--- src/rtl/mult_pkg.sv ---
// mult_pkg: constants and types shared by the 2x2 multiplier and its product accumulator.
// No ports; provides PROD_W, NUM_TERMS_DEF, state_t {ACCUM, HOLD} and min_acc_w().
package mult_pkg;
    localparam int PROD_W        = 4;
    localparam int NUM_TERMS_DEF = 4;
    typedef enum logic {ACCUM = 1'b0, HOLD = 1'b1} state_t;
    // Smallest accumulator width that can never overflow for n terms of prod_w bits.
    function automatic int min_acc_w(input int prod_w, input int n);
        return prod_w + $clog2(n);
    endfunction
endpackage

--- src/rtl/prod_accum_term_counter.sv ---
// term_counter: mod-N counter of accepted terms with terminal-count flag.
// Ports: clk, rst_n (async low), clr (sync clear), en (count this edge),
//        cnt[7:0] (current count), tc (en on the last term of the group).
module term_counter #(
    parameter int N = 4
) (
    input  logic       clk,
    input  logic       rst_n,
    input  logic       clr,
    input  logic       en,
    output logic [7:0] cnt,
    output logic       tc
);
    assign tc = en && (cnt == 8'(N - 1));
    always_ff @(posedge clk or negedge rst_n) begin
        if (!rst_n)
            cnt <= '0;
        else if (clr)
            cnt <= '0;
        else if (en)
            cnt <= tc ? '0 : cnt + 8'd1;
    end
endmodule

--- src/rtl/prod_accum.sv ---
// prod_accum: sums NUM_TERMS consecutive products and holds the total until taken.
// Ports: clk, rst_n (async low), clr (sync abort), prod_i/in_valid/in_ready (input side),
//        acc_o/out_valid/out_ready (output side), term_cnt_o (terms in current group),
//        ovf_o (sticky overflow for the group).
// Build option: define ACC_SAT_EN to saturate the sum instead of wrapping.
module prod_accum
    import mult_pkg::*;
#(
    parameter int PROD_W    = mult_pkg::PROD_W,
    parameter int NUM_TERMS = mult_pkg::NUM_TERMS_DEF,
    parameter int ACC_W     = 8
) (
    input  logic              clk,
    input  logic              rst_n,
    input  logic              clr,
    input  logic [PROD_W-1:0] prod_i,
    input  logic              in_valid,
    output logic              in_ready,
    output logic [ACC_W-1:0]  acc_o,
    output logic              out_valid,
    input  logic              out_ready,
    output logic [7:0]        term_cnt_o,
    output logic              ovf_o
);
    state_t           state, state_nx;
    logic [ACC_W-1:0] acc, acc_nx;
    logic [ACC_W:0]   sum;
    logic             in_hs, out_hs, last, carry;

    assign in_hs  = in_valid && in_ready;
    assign out_hs = out_valid && out_ready;
    // One extra bit exposes the carry used for overflow in both builds.
    assign sum    = (ACC_W+1)'(acc) + (ACC_W+1)'(prod_i);
    assign carry  = sum[ACC_W];
`ifdef ACC_SAT_EN
    assign acc_nx = carry ? '1 : sum[ACC_W-1:0];
`else
    assign acc_nx = sum[ACC_W-1:0];
`endif

    term_counter #(.N(NUM_TERMS)) u_term_counter (
        .clk  (clk),
        .rst_n(rst_n),
        .clr  (clr),
        .en   (in_hs),
        .cnt  (term_cnt_o),
        .tc   (last)
    );

    always_ff @(posedge clk or negedge rst_n) begin
        if (!rst_n)
            state <= ACCUM;
        else
            state <= state_nx;
    end

    always_comb begin
        state_nx = clr                        ? ACCUM :
                   (state == ACCUM && last)   ? HOLD  :
                   (state == HOLD && out_ready) ? ACCUM : state;
    end

    always_comb begin
        in_ready  = (state == ACCUM);
        out_valid = (state == HOLD);
    end

    // acc_o is only loaded on the last term so clr can leave it untouched.
    always_ff @(posedge clk or negedge rst_n) begin
        if (!rst_n) begin
            acc   <= '0;
            acc_o <= '0;
            ovf_o <= 1'b0;
        end else if (clr || out_hs) begin
            acc   <= '0;
            ovf_o <= 1'b0;
        end else if (in_hs) begin
            acc   <= acc_nx;
            ovf_o <= ovf_o | carry;
            if (last)
                acc_o <= acc_nx;
        end
    end
endmodule

--- config.mk ---
export PLATFORM = sky130hd
export DESIGN_NAME = prod_accum
export DESIGN_NICKNAME = d
export VERILOG_FILES = /design/src/rtl/mult_pkg.sv /design/src/rtl/prod_accum_term_counter.sv /design/src/rtl/prod_accum.sv
export SDC_FILE = /design/constraint.sdc
export NUM_CORES = 1
export LEC_CHECK = 0
export BUFFER_PORTS_ARGS = -buffer_cell sky130_fd_sc_hd__buf_2
export CORE_UTILIZATION = 40
export CTS_CLUSTER_DIAMETER = 120
export DETAILED_ROUTE_END_ITERATION = 16
export PLACE_DENSITY = 0.71
export SYNTH_ARGS = -nofsm -noshare
export SYNTH_HDL_FRONTEND = slang
export SYNTH_SLANG_ARGS = --single-unit
--- constraint.sdc ---
create_clock -name clk -period 4.5 [get_ports clk]
set_input_delay 0.675 -clock clk [delete_from_list [all_inputs] [get_ports clk]]
set_output_delay 0.675 -clock clk [all_outputs]
set_load 0.05 [all_outputs]
-- Word level (Yosys, flattened, before mapping)
Cells that the tools add are included.
- bits in registers: 26
- logic and storage cells: 30
- bits of input ports: 9
- bitwise logic cells: 3
- mux-type cells: 10
- reductions and logical operators: 9
- add/sub/neg operators: 2
- equal/unequal tests: 1
- operators with widths (kind ; number):
    8-bit two-way mux ; 5
    8-bit by 4-bit adder with 9-bit output ; 1
    8-bit by 1-bit adder with 8-bit output, second input constant ; 1
    8-bit by 2-bit == test with 1-bit output, second input constant ; 1
    1-bit two-way mux ; 5
    1-bit logical AND ; 4
    2-bit nonzero test ; 2
    3-bit AND reduction ; 1
    3-bit nonzero test ; 1
    1-bit NOT ; 2
    1-bit logical OR ; 1
    1-bit bitwise OR ; 1

-- Longest topological paths before layout
- word-level depth: 6
- gate-level depth with buffers: 7
- depth with buffers taken out: 7

-- Modules after synthesis
From an unflattened synthesis, not the netlist that was laid out.
- cells, all modules: 143
- area total of the unflattened synthesis: 1492.7 um^2
- by module, submodules not included (module ; area each (um^2) ; cells an instance ; sequential area each (um^2) ; instances):
    prod_accum ; 1057.3 ; 100 ; 450.4 ; 1
    term_counter ; 435.4 ; 43 ; 200.2 ; 1

-- Least setup slack after synthesis
No wires, ideal clock.
- path type: input to register
- start point: input port prod_i[0]
- end point: register ovf_o
- library setup time: 0.094 ns
- data arrival time: 1.974 ns
- slack: 2.432 ns
- required time: 4.406 ns
- cell stages on the path: 7
- cell sequence: ha_1 inv_1 fa_1 nor2b_1 o31a_1 a41oi_1 a211oi_1
- longest elaborated chain between the ends: 4
- RTL lines (item ; line ; source):
    start, declared ; prod_accum.sv:16 ; input logic [PROD_W-1:0] prod_i,
    8-bit by 4-bit adder with 9-bit output ; prod_accum.sv:33 ; assign sum = (ACC_W+1)'(acc) + (ACC_W+1)'(prod_i);
    1-bit bitwise OR ; prod_accum.sv:79 ; ovf_o <= ovf_o | carry;
    1-bit two-way mux ; prod_accum.sv:77 ; end else if (in_hs) begin
    1-bit two-way mux ; prod_accum.sv:74 ; end else if (clr || out_hs) begin
    end signal, assigned ; prod_accum.sv:79 ;
    end, declared ; prod_accum.sv:23 ; output logic ovf_o
Every way passes these cells. The select of a mux whose other input is x is not followed.
A chain may end at the register's enable or synchronous reset.

-- Final worst setup path
- start point: input port clr
- end point: register acc_o[7]
- longest elaborated chain between the ends: 3
- RTL lines (item ; line ; source):
    start, declared ; prod_accum.sv:15 ; input logic clr,
    1-bit logical OR ; prod_accum.sv:74 ;
    1-bit NOT (no source line) ; - ;
    3-bit AND reduction (no source line) ; - ;
    end signal, assigned ; prod_accum.sv:81 ; acc_o <= acc_nx;
    end, declared ; prod_accum.sv:19 ; output logic [ACC_W-1:0] acc_o,
Every way passes these cells.

==> impl_metrics.json <==
{
  "arrival_ns": 2.38,
  "nFillCells": 337,
  "drt-pass1-iter-count": 4,
  "placementRows": 21,
  "grt.total_usage_pct": 17.3,
  "worstSetupStartpointType": "input pin",
  "ctsHtreeMaxLevel": 1,
  "synth_warnings": 0,
  "core_um2": 3420,
  "rsz0062_at_grt": "no",
  "clock-root-buffer": "clkbuf_4",
  "cts.repair.resized": 0,
  "hpwl_um": 2310,
  "die-area_um2": 3870,
  "cp_slowest_stage_delay_ns": 0.67,
  "synth_common_cells": "26 x dfrtp_1, 10 x inv_1, 9 x nor2_1, 7 x o21ai_0",
  "grt_pass1_wl_um": 5420,
  "clk_pin_slew_ns": 0.14,
  "cts_tree": "built",
  "synth_cells": 135,
  "fin_setup_tns_ns": 0,
  "p_leak_nw": 0.824,
  "grt-ovfl-total": 0,
  "period_share_pct": 46.7,
  "cts_sinks": 26,
  "syn_to_final_growth_pct": 14.1,
  "drc": 0,
  "fin_crit_ns": 2.10,
  "endpoint_kind": "flop",
  "synth.most_common_cell": "dfrtp_1",
  "synth.avg_cell_area_um2": 10.8,
  "cts_setup_buffers": 0,
  "finalSetupViolations": 0,
  "syn_area_um2": 1450,
  "hold_viol": 0,
  "port_buffers": 27,
  "place_area_um2": 1620,
  "tightest_slew_ns": 0.787,
  "drtIter0Drc": 54,
  "async_reset_ff_share_pct": 100,
  "maxCapViolCount": 0,
  "antenna_left": 0,
  "outcome": "completed",
  "synth_area_leaders": "dfrtp_1 45%, ha_1 4.3%, inv_1 2.6%, a22o_1 2.4%, o21ai_0 2.4%",
  "skew_ns": 0.00305,
  "synth_seq_cells": 26,
  "holdBufCountCts": 0,
  "fmax_mhz": 475,
  "drive_gt1_share_pct": 26.5,
  "die_h_um": 62.2,
  "routedWlPerCell_um": 14.9,
  "crit_family": "simple AND/OR/NAND/NOR gates",
  "cp_cell_sequence": "buf_2 > nor3b_2 > nand3_4 > nor4_1 > a211o_1",
  "synth_edf_count": 0,
  "clkLatencyLatePin_ns": 0.33,
  "die_x_um": 62.2,
  "critPathMaxFanout": 15,
  "finalMaxSlewViolations": 0,
  "num_antenna_cells": 0,
  "cts_inserted_buffers": 3,
  "synth_cell_types": 45,
  "yosysTopAreaCellShare_pct": 44.8,
  "clockBufferDepth": 2,
  "required_ns": 4.78,
  "power_density_nw_per_um2": 313,
  "ios": 28,
  "grt_pass1_vias": 1141,
  "design_area_um2": 1660,
  "grt_max_degree": 27,
  "yosysTopAreaCell": "dfrtp_1",
  "crit_type": "input pin to flop",
  "vias_per_cell": 5.50,
  "slew_headroom_pct": 47.4,
  "yosysSeqAreaShare_pct": 44.8,
  "place.gp.congestion": 0.847,
  "wirelength_um": 3090,
  "synth.net_count": 150,
  "cp_slowest_cell": "nor3b_2",
  "grt_antenna_before_repair": 0,
  "num_vias": 1143,
  "hold_path_class": "input pin to async pin",
  "start_util_pct": 42.5,
  "path_buf_inv": 1,
  "ir_worst_vdd_mv": 0.203,
  "synth_flop_cell": "dfrtp_1",
  "fin_nets": 178
}
==> power breakdown <==
group | switching, W | internal, W
Clock | 0.0000706 | 0.0000496
Combinational | 0.0000891 | 0.0000428
Sequential | 0.0000145 | 0.000251
Total | 0.000174 | 0.000343
==> metal layers <==
layer	share of wire [%]	vias up	wire [µm]	global-route usage (%)
met5	0	-	0	0
met4	0.32	0	10	2.62
met3	4.5	2	140	4.23
met2	50	27	1560	31.3
met1	45	549	1380	21.2
li1	-	565	-	-
==> flip-flops by register name (all words and copies together), names as in the netlist <==
name,flops
acc,8
ovf_o,1
u_term_counter.cnt,8
out_valid,1
acc_o,8
==> per-stage QoR <==
step | cells | util (%) | setup slack, ns | power (W) | hold slack, ns
floorplan | 135 | - | 2.43 | 0.000367 | 0.379
global placement | 204 | 47.4 | 2.17 | 0.000399 | 0.469
detailed placement | 204 | 47.4 | 2.04 | 0.000402 | 0.475
CTS | 208 | 48.5 | 2.44 | 0.000524 | 0.334
global route | 208 | 48.5 | 2.22 | 0.000548 | 0.356
finish | 208 | 48.5 | 2.40 | 0.000517 | 0.327
==> layout by cell type, fill, tap and decap left out, types with 2 or more instances in the layout <==
| cell type | n |
|---|---|
| nor2_1 | 9 |
| o21ai_0 | 7 |
| a21o_1 | 4 |
| mux2_2 | 2 |
| buf_2 | 27 |
| nor2b_1 | 2 |
| xor2_1 | 4 |
| o22ai_1 | 3 |
| o21a_1 | 2 |
| a211oi_1 | 3 |
| inv_1 | 10 |
| o21ai_1 | 3 |
| nor3b_2 | 2 |
| nand3_1 | 2 |
| ha_1 | 5 |
| clkbuf_4 | 3 |
| o2111ai_1 | 3 |
| nand4_1 | 2 |
| nor4_1 | 3 |
| xnor2_1 | 3 |
| a22o_1 | 4 |
| a211o_1 | 2 |
| dfrtp_1 | 26 |
| a31oi_1 | 5 |
| nand2_1 | 4 |
| a21oi_1 | 3 |
==> area by class of cell <==
class	count	area (µm²)	share of cell area, %
multi-input combinational	95	738	44.6
sequential	26	651	39.3
timing repair buffer	27	135	8.16
clock buffer	4	36.3	2.19
tap	46	57.6	3.48
inverter	10	37.5	2.27
==> final timing paths <==
kind                                  startpoint               endpoint  cells after the start  slack [ns]
max in group asynchronous                  rst_n  out_valid$_DFFE_PN0P_                      1        3.79
max                                          clr   acc_o[7]$_DFFE_PN0P_                      5        2.40
min in group clk            acc_o[1]$_DFFE_PN0P_   acc_o[1]$_DFFE_PN0P_                      2        0.50
min reg2reg                 acc_o[1]$_DFFE_PN0P_   acc_o[1]$_DFFE_PN0P_                      2        0.50
max reg2reg                out_valid$_DFFE_PN0P_   acc_o[7]$_DFFE_PN0P_                      4        2.46
min                                        rst_n   acc_o[1]$_DFFE_PN0P_                      1        0.33
==> cells by family after synthesis <==
| family | synth area share [%] |
|---|---|
| compound gates | 23.8 |
| xor+xnor | 4.22 |
| fa+ha+maj | 5.69 |
| buf+inv | 4.31 |
| flops | 44.8 |
| mux | 3.28 |
| simple gates | 13.9 |
No activity file was read; power rests on OpenSTA's default activity.
